**config.mk**
```make
export PLATFORM = sky130hd
export DESIGN_NAME = video_pattern_generator
export DESIGN_NICKNAME = d
export VERILOG_FILES = /design/src/rtl/video_pattern_pkg.sv /design/src/rtl/video_pattern_sequencer.sv /design/src/rtl/video_pattern_generator.sv
export SDC_FILE = /design/constraint.sdc
export NUM_CORES = 1
export LEC_CHECK = 0
export CORE_ASPECT_RATIO = 1.2
export CORE_MARGIN = 4
export CORE_UTILIZATION = 60
export DETAILED_ROUTE_END_ITERATION = 8
export MAX_ROUTING_LAYER = met4
export PLACE_DENSITY = 0.82
export SLEW_MARGIN = 0
export SYNTH_ARGS = -nofsm -noshare
export SYNTH_HDL_FRONTEND = slang
export SYNTH_SLANG_ARGS = --single-unit
```
**constraint.sdc**
```tcl
create_clock -name pixelClock -period 8.54 [get_ports pixelClock]
set_input_delay 1.281 -clock pixelClock [delete_from_list [all_inputs] [get_ports pixelClock]]
set_output_delay 1.281 -clock pixelClock [all_outputs]
set_load 0.02 [all_outputs]
```
**src/rtl/video_pattern_pkg.sv**
```systemverilog
// Shared constants for the video test-pattern source: pattern codes, colour-bar
// palette, moving-bar geometry and helpers for raster-dependent constants.
package video_pattern_pkg;

    typedef enum logic [2:0] {
        PAT_BARS       = 3'd0,
        PAT_RAMP       = 3'd1,
        PAT_CHECKER    = 3'd2,
        PAT_MOVING_BAR = 3'd3,
        PAT_RED        = 3'd4,
        PAT_GREEN      = 3'd5,
        PAT_BLUE       = 3'd6,
        PAT_BORDER     = 3'd7
    } pattern_e;

    // {R,G,B}; index 0 is the left-most bar.
    localparam logic [0:7][23:0] BAR_RGB = {
        24'hFF_FF_FF, 24'hFF_FF_00, 24'h00_FF_FF, 24'h00_FF_00,
        24'hFF_00_FF, 24'hFF_00_00, 24'h00_00_FF, 24'h00_00_00
    };

    localparam int unsigned MOVING_BAR_WIDTH = 16;
    localparam int unsigned MOVING_BAR_STEP  = 4;

    function automatic int unsigned ramp_k(input int unsigned h_active);
        return (32'd1 << 24) / h_active;
    endfunction

    function automatic int unsigned bar_width(input int unsigned h_active);
        return h_active / 8;
    endfunction

endpackage

```
**src/rtl/video_pattern_sequencer.sv**
```systemverilog
// Frame-level state: vSync edge detection, frame counter, moving-bar position
// and the pattern selection that is latched once per frame.
module video_pattern_sequencer
    import video_pattern_pkg::*;
#(
    parameter int H_ACTIVE           = 1280,
    parameter int FRAMES_PER_PATTERN = 120
) (
    input  logic        clk,
    input  logic        reset,
    input  logic        v_sync_in,
    input  logic        auto_cycle,
    input  logic [2:0]  pattern_select,
    output logic [2:0]  active_pattern,
    output logic [11:0] bar_x,
    output logic [7:0]  frame_count
);

    logic        v_sync_prev_q, v_sync_prev_d;
    logic [7:0]  frame_count_q, frame_count_d;
    logic [7:0]  dwell_q, dwell_d;
    logic [11:0] bar_x_q, bar_x_d;
    logic [2:0]  active_pattern_q, active_pattern_d;
    logic        frame_event;
    logic [12:0] bar_x_step;

    assign frame_event = v_sync_in & ~v_sync_prev_q;
    assign bar_x_step  = {1'b0, bar_x_q} + 13'(MOVING_BAR_STEP);

    always_comb begin
        v_sync_prev_d    = v_sync_in;
        frame_count_d    = frame_count_q;
        dwell_d          = dwell_q;
        bar_x_d          = bar_x_q;
        active_pattern_d = active_pattern_q;
        if (frame_event) begin
            frame_count_d = frame_count_q + 8'd1;
            bar_x_d = (bar_x_step >= 13'(H_ACTIVE)) ? 12'(bar_x_step - 13'(H_ACTIVE))
                                                    : bar_x_step[11:0];
            if (auto_cycle) begin
                // The dwell counter reaching its last frame is what releases the step.
                if (dwell_q == 8'(FRAMES_PER_PATTERN - 1)) begin
                    active_pattern_d = active_pattern_q + 3'd1;
                    dwell_d          = 8'd0;
                end else begin
                    dwell_d = dwell_q + 8'd1;
                end
            end else begin
                active_pattern_d = pattern_select;
                dwell_d          = 8'd0;
            end
        end
    end

    always_ff @(posedge clk) begin
        if (reset) begin
            v_sync_prev_q    <= 1'b0;
            frame_count_q    <= 8'd0;
            dwell_q          <= 8'd0;
            bar_x_q          <= 12'd0;
            active_pattern_q <= PAT_BARS;
        end else begin
            v_sync_prev_q    <= v_sync_prev_d;
            frame_count_q    <= frame_count_d;
            dwell_q          <= dwell_d;
            bar_x_q          <= bar_x_d;
            active_pattern_q <= active_pattern_d;
        end
    end

    assign active_pattern = active_pattern_q;
    assign bar_x          = bar_x_q;
    assign frame_count    = frame_count_q;

endmodule

```
**src/rtl/video_pattern_generator.sv**
```systemverilog
// Two-stage RGB test-pattern datapath: stage 1 precomputes per-pixel features,
// stage 2 selects the pattern colour and applies blanking; syncs follow in step.
module video_pattern_generator
    import video_pattern_pkg::*;
#(
    parameter int H_ACTIVE           = 1280,
    parameter int V_ACTIVE           = 720,
    parameter int FRAMES_PER_PATTERN = 120
) (
    input  logic        pixelClock,
    input  logic        reset,
    input  logic [2:0]  patternSelect,
    input  logic        autoCycle,
    input  logic        dataEnableIn,
    input  logic        hSyncIn,
    input  logic        vSyncIn,
    input  logic [11:0] hPos,
    input  logic [10:0] vPos,
    output logic        dataEnable,
    output logic        hSync,
    output logic        vSync,
    output logic [7:0]  red,
    output logic [7:0]  green,
    output logic [7:0]  blue,
    output logic [2:0]  activePattern,
    output logic [7:0]  frameCount
);

    localparam int unsigned BAR_WIDTH = bar_width(H_ACTIVE);
    localparam int unsigned RAMP_K    = ramp_k(H_ACTIVE);

    logic [2:0]  active_pattern;
    logic [11:0] bar_x;

    video_pattern_sequencer #(
        .H_ACTIVE           (H_ACTIVE),
        .FRAMES_PER_PATTERN (FRAMES_PER_PATTERN)
    ) u_sequencer (
        .clk            (pixelClock),
        .reset          (reset),
        .v_sync_in      (vSyncIn),
        .auto_cycle     (autoCycle),
        .pattern_select (patternSelect),
        .active_pattern (active_pattern),
        .bar_x          (bar_x),
        .frame_count    (frameCount)
    );

    logic        de_s1_q, de_s1_d;
    logic        hs_s1_q, hs_s1_d;
    logic        vs_s1_q, vs_s1_d;
    logic [2:0]  pat_s1_q, pat_s1_d;
    logic [2:0]  bar_idx_s1_q, bar_idx_s1_d;
    logic [7:0]  ramp_s1_q, ramp_s1_d;
    logic        checker_s1_q, checker_s1_d;
    logic        window_s1_q, window_s1_d;
    logic        border_s1_q, border_s1_d;

    logic        de_q, de_d;
    logic        hs_q, hs_d;
    logic        vs_q, vs_d;
    logic [23:0] rgb_q, rgb_d;

    always_comb begin
        de_s1_d      = dataEnableIn;
        hs_s1_d      = hSyncIn;
        vs_s1_d      = vSyncIn;
        // Pattern is captured with the pixel so a frame event never splits a pixel's features.
        pat_s1_d     = active_pattern;
        bar_idx_s1_d = 3'd0;
        for (int k = 1; k < 8; k++) begin
            if (hPos >= 12'(k * BAR_WIDTH)) bar_idx_s1_d = 3'(k);
        end
        ramp_s1_d    = 8'((32'(hPos) * 32'(RAMP_K)) >> 16);
        checker_s1_d = hPos[5] ^ vPos[5];
        window_s1_d  = ({1'b0, hPos} >= {1'b0, bar_x}) &&
                       ({1'b0, hPos} <  {1'b0, bar_x} + 13'(MOVING_BAR_WIDTH));
        border_s1_d  = (hPos == 12'd0) || (hPos == 12'(H_ACTIVE - 1)) ||
                       (vPos == 11'd0) || (vPos == 11'(V_ACTIVE - 1));
    end

    always_comb begin
        de_d  = de_s1_q;
        hs_d  = hs_s1_q;
        vs_d  = vs_s1_q;
        rgb_d = 24'd0;
        case (pat_s1_q)
            PAT_BARS:       rgb_d = BAR_RGB[bar_idx_s1_q];
            PAT_RAMP:       rgb_d = {3{ramp_s1_q}};
            PAT_CHECKER:    rgb_d = checker_s1_q ? 24'hFF_FF_FF : 24'd0;
            PAT_MOVING_BAR: rgb_d = window_s1_q ? 24'hFF_FF_FF : 24'd0;
            PAT_RED:        rgb_d = 24'hFF_00_00;
            PAT_GREEN:      rgb_d = 24'h00_FF_00;
            PAT_BLUE:       rgb_d = 24'h00_00_FF;
            PAT_BORDER:     rgb_d = border_s1_q ? 24'hFF_FF_FF : 24'd0;
            default:        rgb_d = 24'd0;
        endcase
        if (!de_s1_q) rgb_d = 24'd0;
    end

    always_ff @(posedge pixelClock) begin
        if (reset) begin
            de_s1_q      <= 1'b0;
            hs_s1_q      <= 1'b0;
            vs_s1_q      <= 1'b0;
            pat_s1_q     <= PAT_BARS;
            bar_idx_s1_q <= 3'd0;
            ramp_s1_q    <= 8'd0;
            checker_s1_q <= 1'b0;
            window_s1_q  <= 1'b0;
            border_s1_q  <= 1'b0;
            de_q         <= 1'b0;
            hs_q         <= 1'b0;
            vs_q         <= 1'b0;
            rgb_q        <= 24'd0;
        end else begin
            de_s1_q      <= de_s1_d;
            hs_s1_q      <= hs_s1_d;
            vs_s1_q      <= vs_s1_d;
            pat_s1_q     <= pat_s1_d;
            bar_idx_s1_q <= bar_idx_s1_d;
            ramp_s1_q    <= ramp_s1_d;
            checker_s1_q <= checker_s1_d;
            window_s1_q  <= window_s1_d;
            border_s1_q  <= border_s1_d;
            de_q         <= de_d;
            hs_q         <= hs_d;
            vs_q         <= vs_d;
            rgb_q        <= rgb_d;
        end
    end

    assign dataEnable    = de_q;
    assign hSync         = hs_q;
    assign vSync         = vs_q;
    assign red           = rgb_q[23:16];
    assign green         = rgb_q[15:8];
    assign blue          = rgb_q[7:0];
    assign activePattern = active_pattern;

endmodule

```
==> results.sh <==
export IMPL_status="completed"
export IMPL_total_leakage_power_uw=0.00321
export IMPL_finalSetupTns_ps=0
export IMPL_grt_pass1_vias=5208
export IMPL_routed_wl_mm=14.2
export IMPL_final_cells=898
export IMPL_area_growth_pct=16.9
export IMPL_viasPerCell=5.71
export IMPL_ctsResizeCount=0
export IMPL_antenna_found_initial=0
export IMPL_seq_power_share_pct=25.0
export IMPL_num_vias=5132
export IMPL_first_pass_iters=4
export IMPL_ys_seq_area_share_pct=24.6
export IMPL_ys_seq_elements=76
export IMPL_insertion_delay_ps=330
export IMPL_synth_fp_nets=875
export IMPL_min_to="hSync"
export IMPL_critPathLaunchType="input pin"
export IMPL_placed_area_um2=6950
export IMPL_grt_max_degree=56
export IMPL_cp_max_fo=12
export IMPL_setup_viol=0
export IMPL_cts_buffers=9
export IMPL_use_met1_pct=31.5
export IMPL_grtUsageTotal_pct=25.1
export IMPL_period_minus_slack_ps=6350
export IMPL_tightest_slew_ps=967
export IMPL_rsz0062_at_grt="no"
export IMPL_reg2reg_to="u_sequencer.bar_x[8]"
export IMPL_crit_slowest_cell="clkdlybuf4s50_1"
export IMPL_critPathMaxStageDelay_ps=790
export IMPL_antennaDiodeCount=0
export IMPL_met3_usage_pct=3.28
export IMPL_cts_clk_slew_worst_paths_ps=60
export IMPL_ys_flop_type="dfxtp_1"
export IMPL_seqCellArea_um2=1520
export IMPL_switching_share_pct=39.3
export IMPL_postCtsSetupBuffers=0
export IMPL_drt_first_iter_violations=298
export IMPL_cts_tree="built"
export IMPL_fmaxAchievable_mhz=158
export IMPL_fillers=785
export IMPL_layout_drive_gt1_share_pct=4.40
export IMPL_cts_sinks=76
export IMPL_fin_area_um2=7240
export IMPL_synth_avg_cell_area_um2=8.76
export IMPL_crit_top_cell="fa_1"
export IMPL_grt_pass1_wl_mm=23.9
export IMPL_die_y_um=119
export IMPL_synth_distinct_cells=63
export IMPL_fin_nets=935
export IMPL_num_io_pins=70
export IMPL_cts_max_path_buffers=2
export IMPL_wl_per_cell_um=15.9
export IMPL_preCtsSetupSlack_ps=1900
export IMPL_gp_congestion=0.953
export IMPL_min_from="hs_d"
export IMPL_netlist_instances=707
export IMPL_reg2reg_slack_ps=5780
export IMPL_hold_buffers=0
export IMPL_cp_arrival_ps=6550
export IMPL_grt_overflow_total=0
export IMPL_cts_root_buf="clkbuf_16"
export IMPL_path_delay_family="adder cells"
export IMPL_finalHoldViolations=0
export IMPL_power_density_nw_per_um2=219
export IMPL_synth_area_um2=6200
export IMPL_final_core_util_pct=72.0
export IMPL_vdd_drop_max_v=0.000146
export IMPL_hp_class="reg2reg"
export IMPL_synth_area_leader_cell="dfxtp_1"
export IMPL_maxCapViolations=0
export IMPL_slew_violations=0
export IMPL_initial_core_util_pct=61.6
export IMPL_h_tree_depth=3
export IMPL_rows=40
export IMPL_cp_num_buf_inv=4
export IMPL_worst_slack_ps=2190
export IMPL_dpl_cell_count=882
export IMPL_grt_busiest_layer="met2"
export IMPL_drc=0
export IMPL_skew_ps=13.4
export IMPL_critPathKind="in2reg"
export IMPL_die_area_um2=12000
export IMPL_reg2reg_depth=10
export IMPL_clockPowerShare_pct=23.4
export IMPL_use_met2_pct=41.8
export IMPL_multiInputGateArea_um2=4210
export IMPL_share_comb_of_total_power_pct=51.6
export IMPL_p_int_uw=964
export IMPL_synth_edf_count=0
export IMPL_critPathCaptureType="register"
export IMPL_p_sw_uw=625
export IMPL_core_area_um2=10100
export IMPL_dp_hpwl_mm=11.3
export IMPL_die_x_um=101
export IMPL_crit_reg2reg_launch="u_sequencer.bar_x[6]"
export IMPL_slew_headroom_pct=35.5
export IMPL_period_share_pct=74.3
export IMPL_holdPathStages=1
export IMPL_path_cells="clkdlybuf4s50_1 -> inv_1 -> ha_1 -> inv_1 -> fa_1 -> fa_1 -> fa_1 -> inv_1 -> fa_1 -> ha_1 -> a21o_1 -> a311o_1 -> a211oi_1 -> o21ai_1 -> a31oi_1 -> o21bai_1 -> mux2_2"
export IMPL_synthArstFlopShare_pct=0
export IMPL_yosysWarnings=0
export IMPL_detail_route_antenna_nets=0
export IMPL_synth_top_area_share_pct=24.6
export IMPL_portBuffers=69
export IMPL_worstPathRequired_ps=8750
export IMPL_synth_top_cells_by_area="dfxtp_1, ha_1, fa_1"
synth_stat cells (12+ instances only):
| cell type | number |
|---|---|
| ha_1 | 105 |
| clkbuf_1 | 15 |
| xnor2_1 | 23 |
| inv_1 | 97 |
| o21ai_0 | 23 |
| nor2b_1 | 12 |
| dfxtp_1 | 76 |
| nand2_1 | 42 |
| fa_1 | 31 |
| nor3_1 | 15 |
| nand3_1 | 17 |
| a21oi_1 | 63 |
| nor2_1 | 41 |
| nand4_1 | 15 |
| xor2_1 | 12 |
| a21o_1 | 14 |
registers in the layout (all words and copies together), names as in the netlist:
name	cells
bar_idx_s1_q	3
border_s1_q	1
checker_s1_q	1
dataEnable	1
de_d	1
hSync	1
hs_d	1
pat_s1_q	3
ramp_s1_q	8
rgb_q	24
u_sequencer.active_pattern	3
u_sequencer.bar_x	10
u_sequencer.dwell_q	8
u_sequencer.frame_count	8
u_sequencer.v_sync_prev_q	1
vSync	1
window_s1_q	1
stage by stage:
step / total power [uW] / hold WS (ps)
2_1_floorplan: 1000 / 414
4_1_cts: 1580 / 445
5_1_grt: 1720 / 470
6_report: 1590 / 442
3_5_place_dp: 1210 / 435
3_3_place_gp: 1160 / 429
worst max path at each step:
stage	slack, ps	to	from	depth (start not counted)
after floorplan	2840	ramp_s1_q[7]	hPos[5]	17
after global placement	2030	ramp_s1_q[7]	hPos[6]	19
after detailed placement	1900	ramp_s1_q[7]	hPos[5]	17
after CTS	2230	ramp_s1_q[7]	hPos[5]	17
after global routing	1900	ramp_s1_q[7]	hPos[5]	17
final	2190	ramp_s1_q[7]	hPos[5]	17
area by class of cell:
cell class              count  area share [%]
clock buffers              11            3.21
inverters                  97            5.03
multi-input cells         513            58.2
well taps                 126            2.18
repair buffers             70            9.57
clock inverters             5           0.847
flip-flops and latches     76            21.0
kinds of logic after synthesis:
family / Yosys count / share of synthesized area [%]
AO/OA/AOI/OAI: 150 / 15.1
buffers and inverters: 118 / 7.47
multiplexers: 6 / 1.03
AND/OR/NAND/NOR: 186 / 15.6
flip-flops: 76 / 24.6
XOR/XNOR: 35 / 4.95
adder cells (fa/ha/maj): 136 / 31.2
layer usage:
metal / wire (um) / up-vias
li1: - / 2534
met1: 6040 / 2423
met2: 7160 / 160
met3: 860 / 15
met4: 174 / 0
met5: 0 / -
worst register-to-register path: stages, from the launching register on:
cell and delay, ps:
dfxtp_1 490, nand4_1 230, nor2_1 280, nand2_1 110, xnor2_1 330, ha_1 250
nand4_1 150, o31a_2 350, a211oi_1 290, o21ai_0 140, o31ai_1 70
power groups by stage:
stage | Combinational (uW) | Sequential [uW] | Clock (uW)
final | 820 | 397 | 371
after global routing | 930 | 400 | 391
after CTS | 810 | 398 | 375
after detailed placement | 800 | 405 | 0
after global placement | 760 | 404 | 0
after floorplan | 594 | 408 | 0
placed cells by master (no fill, tap or decap), types with 23 or more instances in the layout:
cell             Yosys  final
a21oi_1             63     63
clkdlybuf4s50_1      0     68
dfxtp_1             76     76
fa_1                31     31
ha_1               105    105
inv_1               97     97
nand2_1             42     42
nor2_1              41     41
o21ai_0             23     23
xnor2_1             23     23
No activity file was read; power rests on OpenSTA's default activity.
